$ cat src/rtl/instruction_fetch_unit.sv
// Instruction fetch unit: owns the PC, fetches instruction words, and
// presents them to decode through an instruction register with a
// valid/ready handshake. PC redirects from branch/jump resolution take
// priority over everything else.
// Optional misaligned-target fault detection: define IFU_MISALIGN_CHECK_EN.
module instruction_fetch_unit #(
  parameter int                    ADDR_WIDTH  = 32,
  parameter int                    DATA_WIDTH  = 32,
  parameter logic [ADDR_WIDTH-1:0] RESET_PC    = 32'h0000_0000,
  parameter int                    MEM_LATENCY = 0,
  parameter logic [DATA_WIDTH-1:0] NOP_WORD    = 32'h0000_0033
) (
  input  logic                  clk,
  input  logic                  rst,
  output logic [ADDR_WIDTH-1:0] imem_addr,
  input  logic [DATA_WIDTH-1:0] imem_data,
  output logic [DATA_WIDTH-1:0] ir_out,
  output logic [ADDR_WIDTH-1:0] ir_pc,
  output logic                  ir_valid,
  input  logic                  ir_ready,
  input  logic                  redirect,
  input  logic [ADDR_WIDTH-1:0] redirect_pc,
  output logic                  fetch_fault
);

`ifdef IFU_MISALIGN_CHECK_EN
  typedef enum logic [1:0] {S_FETCH, S_WAIT, S_HOLD, S_FAULT} state_t;
`else
  typedef enum logic [1:0] {S_FETCH, S_WAIT, S_HOLD} state_t;
`endif

  localparam logic [3:0] LAT = 4'(MEM_LATENCY);

  state_t                state;
  state_t                state_next;
  logic [ADDR_WIDTH-1:0] pc;
  logic [3:0]            wait_cnt;
  logic                  capture;
  logic [ADDR_WIDTH-1:0] target_pc;

  // The address bus always shows the fetch PC (the next PC while holding)
  assign imem_addr = pc;

`ifdef IFU_MISALIGN_CHECK_EN
  logic target_bad;
  assign target_pc  = redirect_pc;
  assign target_bad = (redirect_pc[1:0] != 2'b00);
`else
  logic unused_low_bits;
  assign unused_low_bits = ^redirect_pc[1:0];
  assign target_pc       = {redirect_pc[ADDR_WIDTH-1:2], 2'b00};
  assign fetch_fault     = 1'b0;
`endif

  // Next-state logic and capture strobe; redirect overrides every state
  always_comb begin
    state_next = state;
    capture    = 1'b0;
    if (redirect) begin
`ifdef IFU_MISALIGN_CHECK_EN
      state_next = target_bad ? S_FAULT : S_FETCH;
`else
      state_next = S_FETCH;
`endif
    end else begin
      case (state)
        S_FETCH: begin
          if (LAT == 4'd0) begin
            capture    = 1'b1;
            state_next = S_HOLD;
          end else begin
            state_next = S_WAIT;
          end
        end
        S_WAIT: begin
          if (wait_cnt == LAT) begin
            capture    = 1'b1;
            state_next = S_HOLD;
          end
        end
        S_HOLD: begin
          if (ir_valid && ir_ready) begin
            state_next = S_FETCH;
          end
        end
`ifdef IFU_MISALIGN_CHECK_EN
        S_FAULT: begin
          state_next = S_FAULT;
        end
`endif
        default: begin
          state_next = S_FETCH;
        end
      endcase
    end
  end

  // State register
  always_ff @(posedge clk or posedge rst) begin
    if (rst) begin
      state <= S_FETCH;
    end else begin
      state <= state_next;
    end
  end

  // PC, instruction register, handshake flag and wait counter
  always_ff @(posedge clk or posedge rst) begin
    if (rst) begin
      pc       <= RESET_PC;
      ir_out   <= NOP_WORD;
      ir_pc    <= RESET_PC;
      ir_valid <= 1'b0;
      wait_cnt <= 4'd0;
    end else if (redirect) begin
      pc       <= target_pc;
      ir_out   <= NOP_WORD;
      ir_valid <= 1'b0;
      wait_cnt <= 4'd0;
    end else begin
      if (capture) begin
        ir_out   <= imem_data;
        ir_pc    <= pc;
        pc       <= pc + ADDR_WIDTH'(4);
        ir_valid <= 1'b1;
        wait_cnt <= 4'd0;
      end else if (state == S_FETCH) begin
        wait_cnt <= 4'd1;
      end else if (state == S_WAIT) begin
        wait_cnt <= wait_cnt + 4'd1;
      end
      if (state == S_HOLD && ir_valid && ir_ready) begin
        ir_valid <= 1'b0;
      end
    end
  end

`ifdef IFU_MISALIGN_CHECK_EN
  // Fault flag follows the alignment of the most recent redirect target
  always_ff @(posedge clk or posedge rst) begin
    if (rst) begin
      fetch_fault <= 1'b0;
    end else if (redirect) begin
      fetch_fault <= target_bad;
    end
  end
`endif

endmodule

$ cat config.mk
export PLATFORM = sky130hd
export DESIGN_NAME = instruction_fetch_unit
export DESIGN_NICKNAME = d
export VERILOG_FILES = /design/src/rtl/instruction_fetch_unit.sv
export SDC_FILE = /design/constraint.sdc
export NUM_CORES = 1
export LEC_CHECK = 0
export CAP_MARGIN = 30
export CORE_ASPECT_RATIO = 1.75
export CORE_UTILIZATION = 40
export DETAILED_ROUTE_END_ITERATION = 12
export PLACE_DENSITY = 0.85
export SLEW_MARGIN = 20
export SYNTH_ARGS = -nofsm -noshare
export SYNTH_HDL_FRONTEND = slang
export SYNTH_SLANG_ARGS = --single-unit
$ cat constraint.sdc
create_clock -name clk -period 3.02 [get_ports clk]
set_input_delay 0.755 -clock clk [delete_from_list [all_inputs] [get_ports clk]]
set_output_delay 0.755 -clock clk [all_outputs]
set_load 0.02 [all_outputs]
==> results of run 1 <==
flip-flops by register name, summed over array words and instances (netlist names):
register,count
imem_addr,30
state,1
ir_valid,1
ir_out,32
ir_pc,30
final cells by class:
cell class              count  area [µm²]
repair buffers            163        1630
inverters                   7        30.0
multi-input cells         261        1800
clock inverters             3        42.5
clock buffers              13         260
well taps                 127         159
flip-flops and latches     94        2360
fillers                   846        4080
report_power, final:
group / internal, mW / leakage (nW) / switching (mW)
clock: 0.686 / 0.146 / 0.469
combinational: 0.461 / 1.31 / 0.425
sequential: 1.41 / 1.13 / 0.129
total: 2.56 / 2.59 / 1.02
stage by stage:
| stage | util [%] | worst slack, ps | hold slack (ps) |
|---|---|---|---|
| after floorplan | - | 1120 | 577 |
| after global placement | 57.7 | 944 | 486 |
| after detailed placement | 57.7 | 904 | 496 |
| after CTS | 60.6 | 734 | 509 |
| after global routing | 60.6 | 691 | 527 |
| final | 60.6 | 752 | 500 |
worst paths after layout:
| kind | slack, ps | start | to | cells past startpoint |
|---|---|---|---|---|
| worst min-delay path | 500 | ir_valid$_DFFE_PP0P_ | state[1]$_DFFE_PP0P_ | 1 |
| worst max-delay path | 750 | imem_addr[7]$_DFFE_PP0N_ | imem_addr[7] | 1 |
| worst max register to register | 900 | imem_addr[2]$_DFFE_PP0N_ | imem_addr[24]$_DFFE_PP0N_ | 5 |
| worst min register to register | 500 | ir_valid$_DFFE_PP0P_ | state[1]$_DFFE_PP0P_ | 1 |
| max in group asynchronous | 1710 | rst | ir_out[0]$_DFFE_PP1N_ | 3 |
| min in group asynchronous | 900 | rst | ir_pc[8]$_DFFE_PP0P_ | 3 |
cell usage in the layout, fill, tap and decap left out, types with 8 or more instances in the layout:
cell type,instances
nand2_1,29
mux2_2,30
mux2i_1,33
nand4_1,14
nor2_1,44
xor2_1,8
o21ai_0,18
clkbuf_16,9
clkdlybuf4s50_1,157
dfrtp_1,89
a31oi_1,16
cells by family (layout without fill, tap and decap cells):
group	Yosys count	in the layout	share of synthesized area, %
adder cells (fa/ha/maj)	1	1	0.290
other	1	5	0.0868
flip-flops	94	94	54.6
buffers and inverters	34	186	4.26
XOR/XNOR	12	12	2.43
AO/OA/AOI/OAI	47	47	6.78
AND/OR/NAND/NOR	133	133	16.1
multiplexers	63	63	15.5
per-layer routing:
metal / track usage, % / routed length (µm)
met5: 0 / 0
met4: 12.8 / 473
met3: 5.70 / 699
met2: 38.5 / 6270
met1: 22.5 / 4050
==> flow_summary.json, run 1 <==
{
  "grt_use_total_pct": 21.9,
  "worst_setup_path_end_kind": "output port",
  "syn_area_per_cell_um2": 11.2,
  "nets": 605,
  "synthTopCellsByArea": "dfrtp_1, mux2_2, mux2i_1, nor2_1, nand2_1",
  "grt_pass1_wl_um": 18600,
  "crit_slowest_cell": "clkdlybuf4s50_1",
  "layout-drive-gt1-share_pct": 12.4,
  "final_cell_area_mm2": 0.00628,
  "dr.pass1.iters": 4,
  "root_buffer": "clkbuf_16",
  "die_h_um": 139,
  "crit_family": "buffers and inverters",
  "ctsLongestPathBuffers": 2,
  "synth_ff_type": "dfrtp_1",
  "p_leak_nw": 2.59,
  "vias_per_cell": 5.38,
  "synth_top_area_share_pct": 52.1,
  "wl_um": 11500,
  "drc": 0,
  "async_flop_share_pct": 100,
  "slowest_delay_ps": 660,
  "dieWidth_um": 80.6,
  "grt_max_degree": 95,
  "max-slew-margin-rel_pct": 61.8,
  "cts_tree": "built",
  "status": "finished, final reports clean",
  "fin_tns_setup_ps": 0,
  "clock_skew_ps": 5.32,
  "overflow": 0,
  "area_growth_pct": 45.3,
  "synth_most_common_cell": "dfrtp_1",
  "start_util_pct": 41.7,
  "crit_arrival_ps": 1510,
  "netlist_top_cells_count": "dfrtp_1, nor2_1, mux2i_1",
  "finalPower_mw": 3.58,
  "worstSetupPathType": "reg -> out",
  "synth_edf_count": 0,
  "dp_cells": 652,
  "n_antenna_cell": 0,
  "fin_cells": 668,
  "portBuffers": 158,
  "die-area_mm2": 0.0112,
  "period_minus_slack_ps": 2270,
  "routedWlPerCell_um": 17.2,
  "cts_buffers": 9,
  "synth_cell_type_count": 45,
  "clkSinkCount": 94,
  "core_area_mm2": 0.0104,
  "setup_viol": 0,
  "core.rowCount": 49,
  "hold_buffers": 0,
  "gp_congestion": 0.793,
  "ios": 166,
  "first_iter_violations": 176,
  "synth_area_mm2": 0.00432,
  "finalCritPeriodShare_pct": 75.1,
  "syn_inst": 385,
  "post_cts_buffers": 0,
  "vdd_drop_max_mv": 0.347,
  "grt_pass1_vias": 3749,
  "maxCapViolations": 0,
  "ys_seq_area_share_pct": 54.6,
  "antenna_found_initial": 0,
  "drv_slew": 0,
  "cts_resized": 0,
  "antenna_left": 0,
  "required_ps": 2260,
  "critPathMaxFanout": 8,
  "num_vias": 3593,
  "clk_pin_slew_ps": 60,
  "hp-class": "reg -> reg",
  "ys_ff_latch": 94,
  "hold_viol_final": 0,
  "yosys_warnings": 0,
  "rsz0062_at_grt": "false",
  "dpl_cell_area_mm2": 0.00597,
  "max_clock_freq_mhz": 441,
  "htreeDepth": 3,
  "tightestPinTransition_ps": 573,
  "path_cells": "clkdlybuf4s50_1",
  "synth_largest_area_cell": "dfrtp_1",
  "hpwl_um": 8490,
  "p_per_area_mw_per_mm2": 570,
  "startpoint_type": "flip-flop",
  "timing.critical_path.buf_inv": 1,
  "clk_latency_ps": 340
}
(Power assumes the default switching activity.)
==> run 2: changes to the inputs <==
--- a/config.mk
+++ b/config.mk
@@ -7,9 +7,9 @@
 export LEC_CHECK = 0
 export CAP_MARGIN = 30
 export CORE_ASPECT_RATIO = 1.75
-export CORE_UTILIZATION = 40
+export CORE_UTILIZATION = 44
 export DETAILED_ROUTE_END_ITERATION = 12
-export PLACE_DENSITY = 0.85
+export PLACE_DENSITY = 0.88
 export SLEW_MARGIN = 20
 export SYNTH_ARGS = -nofsm -noshare
 export SYNTH_HDL_FRONTEND = slang
==> constraint.sdc (replaced) <==
create_clock -name clk -period 2.3 [get_ports clk]
set_input_delay 0.575 -clock clk [delete_from_list [all_inputs] [get_ports clk]]
set_output_delay 0.575 -clock clk [all_outputs]
set_load 0.02 [all_outputs]
==> run 2 against run 1 <==
Compared with the run above:
- worst hold slack better by 4.9 ps
- sequential power up 31%
- global-route usage up 1.2 points
- register-to-register slack worse by 520 ps
- wire length down 3.0%
- count of clock-buffer cells in the layout down 4
- utilization up 5.7 points
- largest cell class unchanged
==> flow_summary.json, run 2 (synthesized netlist as in run 1, its figures left out) <==
{
  "status": "finished, final reports clean",
  "path_cells": "clkdlybuf4s50_1",
  "largest_reg_flops": 32,
  "start_util_pct": 45.6,
  "grt_pass1_vias": 3773,
  "p_sw_share_pct": 30.1,
  "required_ps": 1730,
  "cellInternalPower_mw": 3.20,
  "num_vias": 3572,
  "crit_slowest_cell": "clkdlybuf4s50_1",
  "root_buffer": "clkbuf_16",
  "htreeDepth": 3,
  "cts_resized": 0,
  "first_iter_violations": 255,
  "hpwl_um": 8180,
  "crit_family": "buffers and inverters",
  "antenna_found_initial": 0,
  "hold_buffers": 0,
  "vias_per_cell": 5.36,
  "core_area_mm2": 0.00947,
  "core.rowCount": 47,
  "p_comb_share_pct": 25.7,
  "finalPower_mw": 4.58,
  "clock_skew_ps": 6.66,
  "ff2ff_path_depth": 4,
  "cts_buffers": 9,
  "grt_use_total_pct": 23.1,
  "tightestPinTransition_ps": 538,
  "routedWlPerCell_um": 16.7,
  "hold_viol_final": 0,
  "post_cts_buffers": 0,
  "fin_cells": 667,
  "final_cell_mix": "clkdlybuf4s50_1, dfrtp_1, nor2_1",
  "worstHoldStart": "ir_pc[27]$_DFFE_PP0P_",
  "hp-class": "reg -> reg",
  "setup_viol": 0,
  "ctsLongestPathBuffers": 2,
  "crit_start": "imem_addr[7]$_DFFE_PP0N_",
  "timing.critical_path.buf_inv": 1,
  "final_common_cell": "clkdlybuf4s50_1",
  "n_antenna_cell": 0,
  "power.switching_mw": 1.38,
  "p_per_area_mw_per_mm2": 729,
  "whs_endpoint": "ir_pc[27]$_DFFE_PP0P_",
  "antenna_left": 0,
  "p_clk_share_pct": 30.4,
  "worst_setup_path_end_kind": "output port",
  "nets": 609,
  "rrSetupSlack_ps": 380,
  "p_leak_nw": 2.59,
  "wl_um": 11200,
  "max-slew-margin-rel_pct": 64.1,
  "critPathMaxFanout": 8,
  "vdd_drop_max_mv": 0.428,
  "clk_pin_slew_ps": 70,
  "finalCritPeriodShare_pct": 92.1,
  "gp_congestion": 0.785,
  "cts_tree": "built",
  "die-area_mm2": 0.0102,
  "finish.utilization_pct": 66.3,
  "area_growth_pct": 45.4,
  "worstSetupPathType": "reg -> out",
  "fin_tns_setup_ps": 0,
  "overflow": 0,
  "r2r_end": "imem_addr[21]$_DFFE_PP0N_",
  "layout-drive-gt1-share_pct": 13.4,
  "grt_pass1_wl_um": 18300,
  "die_h_um": 133,
  "regMostFlops": "ir_out",
  "startpoint_type": "flip-flop",
  "multiInputGateArea_mm2": 0.00180,
  "clk_latency_ps": 340,
  "seqCellArea_mm2": 0.00236,
  "dp_cells": 651,
  "hold_path_depth": 1,
  "maxCapViolations": 0,
  "p_seq_share_pct": 43.9,
  "period_minus_slack_ps": 2120,
  "max_clock_freq_mhz": 472,
  "fillers": 725,
  "slowest_delay_ps": 680,
  "dr.pass1.iters": 4,
  "drc": 0,
  "worstReg2RegStart": "imem_addr[9]$_DFFE_PP0N_",
  "clkSinkCount": 94,
  "drv_slew": 0,
  "portBuffers": 158,
  "grt_max_degree": 95,
  "crit_arrival_ps": 1540,
  "dieWidth_um": 76.9,
  "rsz0062_at_grt": "false",
  "ios": 166
}
==> run 2: cell types whose count changed in the layout (fill, tap and decap cells not counted), sizes merged <==
cell / previous run / this run
inv: 5 / 7
buf: 6 / 10
bufinv: 1 / 0
clkbuf: 13 / 9
clkinvlp: 2 / 5
==> run 2: how the worst max path moves through the flow <==
stage / to / cells past startpoint / slack [ps]
floorplan: imem_addr[24]$_DFFE_PP0N_ / 5 / 400
finish: imem_addr[7] / 1 / 180
detailed placement: imem_addr[21]$_DFFE_PP0N_ / 4 / 430
global placement: imem_addr[17]$_DFFE_PP0N_ / 4 / 500
CTS: imem_addr[8] / 2 / 170
global route: imem_addr[7] / 1 / 150
==> run 2: power by group through the flow <==
stage          Sequential (mW)  Clock [mW]  Combinational (mW)
3_5_place_dp              2.04           0                1.18
5_1_grt                   2.04        1.50                1.25
6_report                  2.01        1.39                1.18
4_1_cts                   2.01        1.43                1.19
3_3_place_gp              2.03           0                1.16
2_1_floorplan             2.25           0               0.356
==> run 2: worst reg2reg max path, stage by stage (launching register included) <==
cell,delay [ps]
dfrtp_1,510
and4_1,400
nand4_1,350
or3_1,410
a31oi_1,170
==> run 2: final cells by class <==
type	count	share of cell area, %
clock buffers	9	3.59
inverters	7	0.478
repair buffers	167	26.4
clock inverters	7	0.897
multi-input cells	261	28.7
flip-flops and latches	94	37.6
well taps	122	2.43
==> run 2: metrics by stage <==
stage	cell area (µm²)	hold WS, ps	worst slack (ps)
2_1_floorplan	4340	577	404
3_3_place_gp	6000	488	500
3_5_place_dp	6000	495	430
4_1_cts	6280	509	172
5_1_grt	6280	529	151
6_report	6280	505	181
==> run 2: metal layers <==
metal  global-route usage [%]  wire length, µm  vias up
met3                     6.48              737       18
met1                     24.8             4100     1733
met5                        0                0        -
met2                     41.2             6050      141
met4                     10.7              264        0
li1                         -                -     1680
